`config.mk`:
```
export PLATFORM = sky130hd
export DESIGN_NAME = leaf_out_arbiter
export DESIGN_NICKNAME = d
export VERILOG_FILES = /design/src/rtl/leaf_arb_pkg.sv /design/src/rtl/leaf_out_arbiter_rr_pick.sv /design/src/rtl/leaf_out_arbiter.sv
export SDC_FILE = /design/constraint.sdc
export NUM_CORES = 1
export LEC_CHECK = 0
export ABC_CLOCK_PERIOD_IN_PS = 4650
export CORE_MARGIN = 1.5
export CORE_UTILIZATION = 64
export DETAILED_ROUTE_END_ITERATION = 6
export DONT_BUFFER_PORTS = 1
export GPL_TIMING_DRIVEN = 0
export PLACE_DENSITY = 0.9
export SETUP_SLACK_MARGIN = 0.1
export SYNTH_ARGS = -nofsm -noshare
export SYNTH_HDL_FRONTEND = slang
export SYNTH_SLANG_ARGS = --single-unit
```
`constraint.sdc`:
```
create_clock -name clk_user -period 4.65 [get_ports clk_user]
set_input_delay 0.93 -clock clk_user [delete_from_list [all_inputs] [get_ports clk_user]]
set_output_delay 0.93 -clock clk_user [all_outputs]
set_load 0.1 [all_outputs]
```
`src/rtl/leaf_arb_pkg.sv`:
```
// ---------------------------------------------------------------------------
// leaf_arb_pkg : shared types and constants for the leaf output arbiter.
// Revision     : 1.0
// ---------------------------------------------------------------------------
`default_nettype none

package leaf_arb_pkg;

   typedef enum logic [0:0] {
      EMPTY = 1'b0,
      FULL  = 1'b1
   } arb_state_t;

   localparam int BURST_CNT_BITS = 8;
   localparam int STAT_BITS      = 16;

   function automatic int clog2_min1(input int n);
      int r;
      r = $clog2(n);
      return (r < 1) ? 1 : r;
   endfunction

endpackage

`default_nettype wire

```
`src/rtl/leaf_out_arbiter_rr_pick.sv`:
```
// ---------------------------------------------------------------------------
// rr_pick : combinational rotating search, first set bit at or above ptr.
// Revision: 1.0
// ---------------------------------------------------------------------------
`default_nettype none

module rr_pick
   import leaf_arb_pkg::*;
#(
   parameter int NUM_REQ  = 4,
   parameter int PTR_BITS = clog2_min1(NUM_REQ)
) (
   input  logic [NUM_REQ-1:0]  req,
   input  logic [PTR_BITS-1:0] ptr,
   output logic                found,
   output logic [PTR_BITS-1:0] idx
);

   always_comb begin
      found = 1'b0;
      idx   = '0;
      // Walk offsets from farthest to nearest so the nearest hit wins.
      for (int j = NUM_REQ - 1; j >= 0; j--) begin
         int                  c;
         logic [PTR_BITS-1:0] ci;
         c = int'(ptr) + j;
         if (c >= NUM_REQ) begin
            c = c - NUM_REQ;
         end
         ci = PTR_BITS'(c);
         if (req[ci]) begin
            found = 1'b1;
            idx   = ci;
         end
      end
   end

endmodule

`default_nettype wire

```
`src/rtl/leaf_out_arbiter.sv`:
```
// ---------------------------------------------------------------------------
// leaf_out_arbiter : round-robin, burst-limited arbiter with a registered
//                    single-entry output stage. Optional grant statistics
//                    are built when LEAF_ARB_STATS_EN is defined.
// Revision         : 1.0
// ---------------------------------------------------------------------------
`default_nettype none

module leaf_out_arbiter
   import leaf_arb_pkg::*;
#(
   parameter int NUM_REQ      = 4,
   parameter int PAYLOAD_BITS = 32,
   parameter int BURST_LEN    = 1
) (
   input  logic                            clk_user,
   input  logic                            reset,
   input  logic [NUM_REQ*PAYLOAD_BITS-1:0] din_req,
   input  logic [NUM_REQ-1:0]              vld_req,
   output logic [NUM_REQ-1:0]              ack_req,
   output logic [PAYLOAD_BITS-1:0]         dout,
   output logic                            vld_out,
   input  logic                            ack_out,
   output logic [$clog2(NUM_REQ)-1:0]      src_id,
   output logic                            busy
`ifdef LEAF_ARB_STATS_EN
   ,
   input  logic [$clog2(NUM_REQ)-1:0]      stat_sel,
   output logic [STAT_BITS-1:0]            stat_cnt
`endif
);

   localparam int                          IDX_BITS  = clog2_min1(NUM_REQ);
   localparam logic [BURST_CNT_BITS-1:0]   BURST_MAX = BURST_CNT_BITS'(BURST_LEN);
   localparam logic [IDX_BITS-1:0]         LAST_IDX  = IDX_BITS'(NUM_REQ - 1);

   arb_state_t                  state_q, state_d;
   logic [IDX_BITS-1:0]         rr_ptr_q, rr_ptr_d;
   logic [IDX_BITS-1:0]         src_id_q, src_id_d;
   logic [BURST_CNT_BITS-1:0]   burst_cnt_q, burst_cnt_d;
   logic [PAYLOAD_BITS-1:0]     dout_q, dout_d;

   logic                        pick_found;
   logic [IDX_BITS-1:0]         pick_idx;
   logic                        accept;
   logic                        hold_last;
   logic                        others_valid;
   logic [IDX_BITS-1:0]         grant;
   logic [NUM_REQ-1:0]          grant_oh;
   logic [BURST_CNT_BITS-1:0]   cnt_next;

   rr_pick #(
      .NUM_REQ  (NUM_REQ),
      .PTR_BITS (IDX_BITS)
   ) u_pick (
      .req   (vld_req),
      .ptr   (rr_ptr_q),
      .found (pick_found),
      .idx   (pick_idx)
   );

   always_comb begin
      state_d     = state_q;
      rr_ptr_d    = rr_ptr_q;
      src_id_d    = src_id_q;
      burst_cnt_d = burst_cnt_q;
      dout_d      = dout_q;
      ack_req     = '0;
      grant_oh    = '0;

      unique case (state_q)
         EMPTY:   accept = pick_found;
         FULL:    accept = ack_out && pick_found;
         default: accept = 1'b0;
      endcase

      // The last winner keeps the port while its burst allowance lasts.
      hold_last = vld_req[src_id_q] && (burst_cnt_q < BURST_MAX);
      grant     = hold_last ? src_id_q : pick_idx;

      for (int i = 0; i < NUM_REQ; i++) begin
         if (grant == IDX_BITS'(i)) begin
            grant_oh[i] = 1'b1;
         end
      end
      others_valid = |(vld_req & ~grant_oh);

      if (grant == src_id_q) begin
         cnt_next = (burst_cnt_q == '1) ? burst_cnt_q : burst_cnt_q + BURST_CNT_BITS'(1);
      end else begin
         cnt_next = BURST_CNT_BITS'(1);
      end

      if (accept) begin
         ack_req     = grant_oh;
         state_d     = FULL;
         src_id_d    = grant;
         burst_cnt_d = cnt_next;
         for (int i = 0; i < NUM_REQ; i++) begin
            if (grant_oh[i]) begin
               dout_d = din_req[i*PAYLOAD_BITS +: PAYLOAD_BITS];
            end
         end
         if ((cnt_next == BURST_MAX) || !others_valid) begin
            rr_ptr_d = (grant == LAST_IDX) ? '0 : grant + IDX_BITS'(1);
         end
      end else if ((state_q == FULL) && ack_out) begin
         state_d = EMPTY;
      end
   end

   always_ff @(posedge clk_user) begin
      if (reset) begin
         state_q     <= EMPTY;
         rr_ptr_q    <= '0;
         src_id_q    <= '0;
         burst_cnt_q <= '0;
         dout_q      <= '0;
      end else begin
         state_q     <= state_d;
         rr_ptr_q    <= rr_ptr_d;
         src_id_q    <= src_id_d;
         burst_cnt_q <= burst_cnt_d;
         dout_q      <= dout_d;
      end
   end

   assign vld_out = (state_q == FULL);
   assign dout    = dout_q;
   assign src_id  = src_id_q;
   assign busy    = vld_out | (|vld_req);

`ifdef LEAF_ARB_STATS_EN
   logic [NUM_REQ*STAT_BITS-1:0] stat_flat;
   logic [STAT_BITS-1:0]         stat_rd;
   logic [STAT_BITS-1:0]         stat_cnt_q;

   for (genvar gi = 0; gi < NUM_REQ; gi++) begin : g_stat
      logic [STAT_BITS-1:0] cnt_q;

      always_ff @(posedge clk_user) begin
         if (reset) begin
            cnt_q <= '0;
         end else if (accept && grant_oh[gi] && (cnt_q != '1)) begin
            cnt_q <= cnt_q + STAT_BITS'(1);
         end
      end

      assign stat_flat[gi*STAT_BITS +: STAT_BITS] = cnt_q;
   end

   always_comb begin
      stat_rd = '0;
      for (int i = 0; i < NUM_REQ; i++) begin
         if (stat_sel == IDX_BITS'(i)) begin
            stat_rd = stat_flat[i*STAT_BITS +: STAT_BITS];
         end
      end
   end

   always_ff @(posedge clk_user) begin
      if (reset) begin
         stat_cnt_q <= '0;
      end else begin
         stat_cnt_q <= stat_rd;
      end
   end

   assign stat_cnt = stat_cnt_q;
`endif

endmodule

`default_nettype wire
```
## Word-level counts from Yosys, hierarchy flattened

Cells that the tools add are included.

- Flip-flop bits (word level): 45
- Input port bits: 135
- Output and inout bits: 40
- Logic and storage cells: 84

- Add/sub/neg operators: 9
- Order comparisons: 10
- Eq/ne operators: 6
- Multiplexer cells: 38
- Bitwise gates (word level): 4
- Reductions and logical operators: 12

Operators by type and width:

| kind | number |
|---|---|
| $mux 32 | 4 |
| $mux 2 | 10 |
| $mux 8 | 2 |
| $lt 2x3->1 const B | 5 |
| $mux 1 | 15 |
| $bmux 1 s2 | 5 |
| $ge 3x3->1 const B | 3 |
| $add 8x1->8 const B | 1 |
| $eq 8x1->1 const B | 1 |
| $eq 8x8->1 const B | 1 |
| $lt 8x1->1 const B | 1 |
| $reduce_or 4->1 | 2 |
| $sub 2x1->2 const B | 4 |
| $add 2x2->3 const B | 2 |
| $and 4x4->4 | 1 |
| $eq 2x2->1 const B | 2 |
| $mux 4 | 1 |
| $not 4->4 | 1 |
| $reduce_and 2->1 | 2 |
| $reduce_bool 4->1 | 1 |
| $add 2x1->3 const B | 1 |
| $ge 2x3->1 const B | 1 |
| $logic_and 1x1->1 | 3 |
| $add 2x1->2 const B | 1 |
| 9 further kinds | 9 |

## Logic depth before layout (Yosys ltp)

- Depth after elaboration: 18
- Gate-level depth with buffers: 17
- Mapped depth without buffers: 15

## Hierarchy

A second synthesis with hierarchy kept.

- Cell total of the unflattened synthesis: 429
- Area, all modules: 3110.5 µm²

By module, submodules not included:

| module | instances | cells each | area an instance (µm²) | seq. area each (µm²) |
|---|---|---|---|---|
| leaf_out_arbiter | 1 | 416 | 3032.9 | 900.9 |
| rr_pick | 1 | 13 | 77.6 | 0.0 |

## Worst setup path after synthesis

Ideal clock, no wire load.

- Kind: register to output
- From: reg src_id_q[0], in the netlist src_id[0]
- To: out ack_req[1]
- Data arrival time: 3.703 ns
- Data required time: 3.720 ns
- Setup slack: 0.017 ns
- Stages on the path, launching flop included: 9
- Buffers on the path: 2
- Cell sequence: dfxtp_1 > mux2i_1 > a211oi_4 > nand2_2 > a22oi_1 > ha_1 > clkbuf_1 > clkbuf_1 > and2_1

- Longest elaborated chain between the ends: 7

Ends and longest elaborated chain:

| item | line | RTL |
|---|---|---|
| start: declaration | leaf_out_arbiter.sv:39 | `logic [IDX_BITS-1:0] src_id_q, src_id_d;` |
| start signal: assignment | leaf_out_arbiter.sv:122 | `src_id_q <= src_id_d;` |
| $bmux 1 s2 | leaf_out_arbiter.sv:78 | `hold_last = vld_req[src_id_q] && (burst_cnt_q < BURST_MAX);` |
| $mux 1 (not written as such) | leaf_out_arbiter.sv:78 |  |
| $logic_and 1x1->1 | leaf_out_arbiter.sv:78 |  |
| $mux 2 * | leaf_out_arbiter.sv:79 | `grant = hold_last ? src_id_q : pick_idx;` |
| $eq 2x1->1 * | leaf_out_arbiter.sv:82 | `if (grant == IDX_BITS'(i)) begin` |
| $mux 1 * | leaf_out_arbiter.sv:82 |  |
| $mux 4 * | leaf_out_arbiter.sv:94 | `if (accept) begin` |
| end: declaration | leaf_out_arbiter.sv:20 | `output logic [NUM_REQ-1:0] ack_req,` |

Mark *: on every way between the ends. The rest lies on a longest branch, timed or not. The select of a mux whose other input is x is not followed.

## Worst setup path in the final report

- From: reg burst_cnt_q[0]
- To: out ack_req[2]

- Longest elaborated chain between the ends: 6

Ends and longest elaborated chain:

| item | line | RTL |
|---|---|---|
| start: declaration | leaf_out_arbiter.sv:40 | `logic [BURST_CNT_BITS-1:0] burst_cnt_q, burst_cnt_d;` |
| start signal: assignment | leaf_out_arbiter.sv:123 | `burst_cnt_q <= burst_cnt_d;` |
| $lt 8x1->1 | leaf_out_arbiter.sv:78 |  |
| $logic_and 1x1->1 | leaf_out_arbiter.sv:78 |  |
| $mux 2 | leaf_out_arbiter.sv:79 |  |
| $eq 2x2->1 | leaf_out_arbiter.sv:82 |  |
| $mux 1 | leaf_out_arbiter.sv:82 |  |
| $mux 4 | leaf_out_arbiter.sv:94 |  |

No other way between the ends.

==> results.ini <==
[yosys]
yosysSeqAreaShare_pct=29.1
syn_inst=428
synth_edf_count=0
avgSynthCellArea_um2=7.23
synth_top_area_share_pct=29.1
syn-num-nets=569
netlist.top_cell.by_area=dfxtp_1
async_reset_ff_share_pct=0
ys_warn_count=0
synth_area_um2=3100
ys_ff_latch=45
synth-main-ff-cell=dfxtp_1
synth.area.top_cells=dfxtp_1 29%, mux2i_1 11%, nor2_1 8.9%, o211ai_1 8.0%, a21oi_1 6.5%
ys_types=48

[sta]
period_share_pct=92.3
setup_viol=0
setup_tns_ns=0
rsz0062_at_grt=false
maxSlewHeadroom_pct=31.5
tightest_slew_ns=1.03
fmax_ghz=0.233
holdWs_ns=0.560
finalClockSkew_ns=0.0127
hold_viol_final=0
drv_slew=0
fin_crit_ns=4.29

[worst_hold_path]
hold_path.class=flip-flop to flip-flop
min_to=burst_cnt_q[1]
hold_path_depth=2
min_from=burst_cnt_q[1]

[floorplanning]
ios=175
die-area_um2=5260
die_y_um=72.5
row_count=25
coreArea_um2=4690
initial_core_util_pct=66.0
die_x_um=72.5

[finish]
area_growth_pct=5.66
final_common_cell=nor2_1
fin_cells=490
drive_above_1_share_pct=7.57
seqCellArea_um2=906
postLayoutCoreUtil_pct=69.7
multi_input_area_um2=2000
fillers=399
mostFrequentLayoutCells=73 x nor2_1, 43 x dfxtp_1, 40 x a21oi_1
diodes=0
nNetsFinal=576

[detailed_routing]
wl_per_cell_um=19.1
drt-total-wl_um=9350
dr.first_iter.drc_count=295
vias=3374
drcViolationCount=0
ant_nets=0
dr.pass1.iters=5
vias_per_cell=6.89

[setup_path]
worst-setup-path-type=flip-flop to output pin
rr_endpoint=dout[17]
r2r_start=burst_cnt_q[0]
crit_required_ns=3.72
crit_start=burst_cnt_q[0]
rrSetupSlack_ns=0.96
crit_fanout=10
reg2reg_depth=15
cp-start-kind=flip-flop
setup.worst_path.end_class=output pin
crit_arrival_ns=3.36

[flow_run]
maxCapViolations=0

[global_routing]
grt_overflow_total=0
grt_pass1_vias=2941
antenna_found_initial=0
grtUsageTotal_pct=34.5
grt_pass1_wl_um=14200
grt_max_degree=16

[cts]
htreeDepth=2
cts_buffers=5
cts.sinks=45
clk_pin_slew_worst_paths_ns=0.10
cts_tree=yes
root_buffer=clkbuf_8
clockBufferDepth=2
clkLatencyLatePin_ns=0.31

[power_and_ir_drop]
clkPwrFrac_pct=11.3
switchingPower_mw=1.35
seqPwrFrac_pct=48.0
swShare_pct=59.3
internal_power_mw=0.928
power.leakage_nw=1.21
pwr-share-comb_pct=40.6
ir_drop_mv=0.488
cellPowerDensity_nw_per_um2=697

[place]
gp_routability_congestion=0.902
numPlacedInstances=482
hpwlAfterDp_um=7130
numPortBuffers=0

[run_status]
status=finished, final reports clean

## logic make-up after synthesis
| family | synth area share [%] |
|---|---|
| AOI/OAI and AO/OA | 27.5 |
| muxes | 11.3 |
| adders and majority gates | 2.43 |
| buffers and inverters | 6.39 |
| DFF | 29.1 |
| and+or+nand+nor | 23.3 |
## flip-flops by register name, indices dropped and copies added, names as in the netlist
register,flops
dout,32
burst_cnt_q,8
rr_ptr_q,2
src_id,2
vld_out,1
## cell usage after synthesis, types with 3 or more instances
cell type   n
nor2b_1     3
nand3_1     5
nand2b_1    4
a211oi_1    4
or4_1       3
nor3_1      8
o211ai_1   33
nand2_1    37
a31oi_1    10
dfxtp_1    45
nand4_1     5
o21ai_0    36
clkbuf_1   31
inv_1      11
and2_1      5
nor2_1     73
ha_1        6
mux2i_1    35
a21oi_1    40
## routing by layer
layer / wire [µm] / part of all wire [%] / GRT usage, % / vias to the layer above
met5: 0 / 0 / 0 / -
li1: - / - / - / 1545
met4: 378 / 4.0 / 16.6 / 0
met1: 3660 / 39 / 44.8 / 1579
met2: 4680 / 50 / 56.2 / 204
met3: 636 / 6.8 / 5.14 / 46
## power by group through the flow
stage	clock network [mW]	registers (mW)	logic, mW
3_5_place_dp	0	1.10	0.900
2_1_floorplan	0	1.07	0.749
4_1_cts	0.255	1.09	0.908
5_1_grt	0.270	1.10	1.02
3_3_place_gp	0	1.10	0.871
6_report	0.258	1.10	0.927
## critical path: stages, from the launching register on
cell	delay, ns
dfxtp_1	0.37
inv_1	0.09
ha_1	0.14
or4b_4	0.49
a211oi_4	0.20
nand2_2	0.13
a21oi_2	0.27
ha_1	0.28
clkbuf_2	0.27
clkbuf_1	0.39
and2_4	0.42
## worst max path at each step
stage               cells past startpoint  slack, ns    endpoint
floorplan                              10       0.24  ack_req[3]
global placement                        8      -0.24  ack_req[2]
CTS                                    10       0.11  ack_req[2]
global route                           10       0.17  ack_req[2]
finish                                 10       0.36  ack_req[2]
detailed placement                      8      -0.27  ack_req[2]
## area by class of cell
class	count	share of cell area, %
buffer	36	4.82
clock buffer	5	2.10
clock inverter	3	0.650
inverter	12	1.38
multi-input combinational	335	61.3
sequential	45	27.7
tap	54	2.07
## stage by stage
step	cell area [µm²]	setup WS [ns]	total power, mW
6_report	3270	0.360	2.28
5_1_grt	3270	0.173	2.39
4_1_cts	3260	0.106	2.26
3_5_place_dp	3160	-0.269	2.00
3_3_place_gp	3160	-0.240	1.97
2_1_floorplan	3100	0.235	1.82
## repair_timing
| action | 4_1_cts | 5_1_grt |
|---|---|---|
| endpoints found under the hold margin | 0 | 0 |
| buffers inserted | 0 | 0 |
| setup endpoints to repair | 3 | 3 |
| hold buffers | 0 | 0 |
| resized for setup | 7 | 8 |
(Power assumes the default switching activity.)
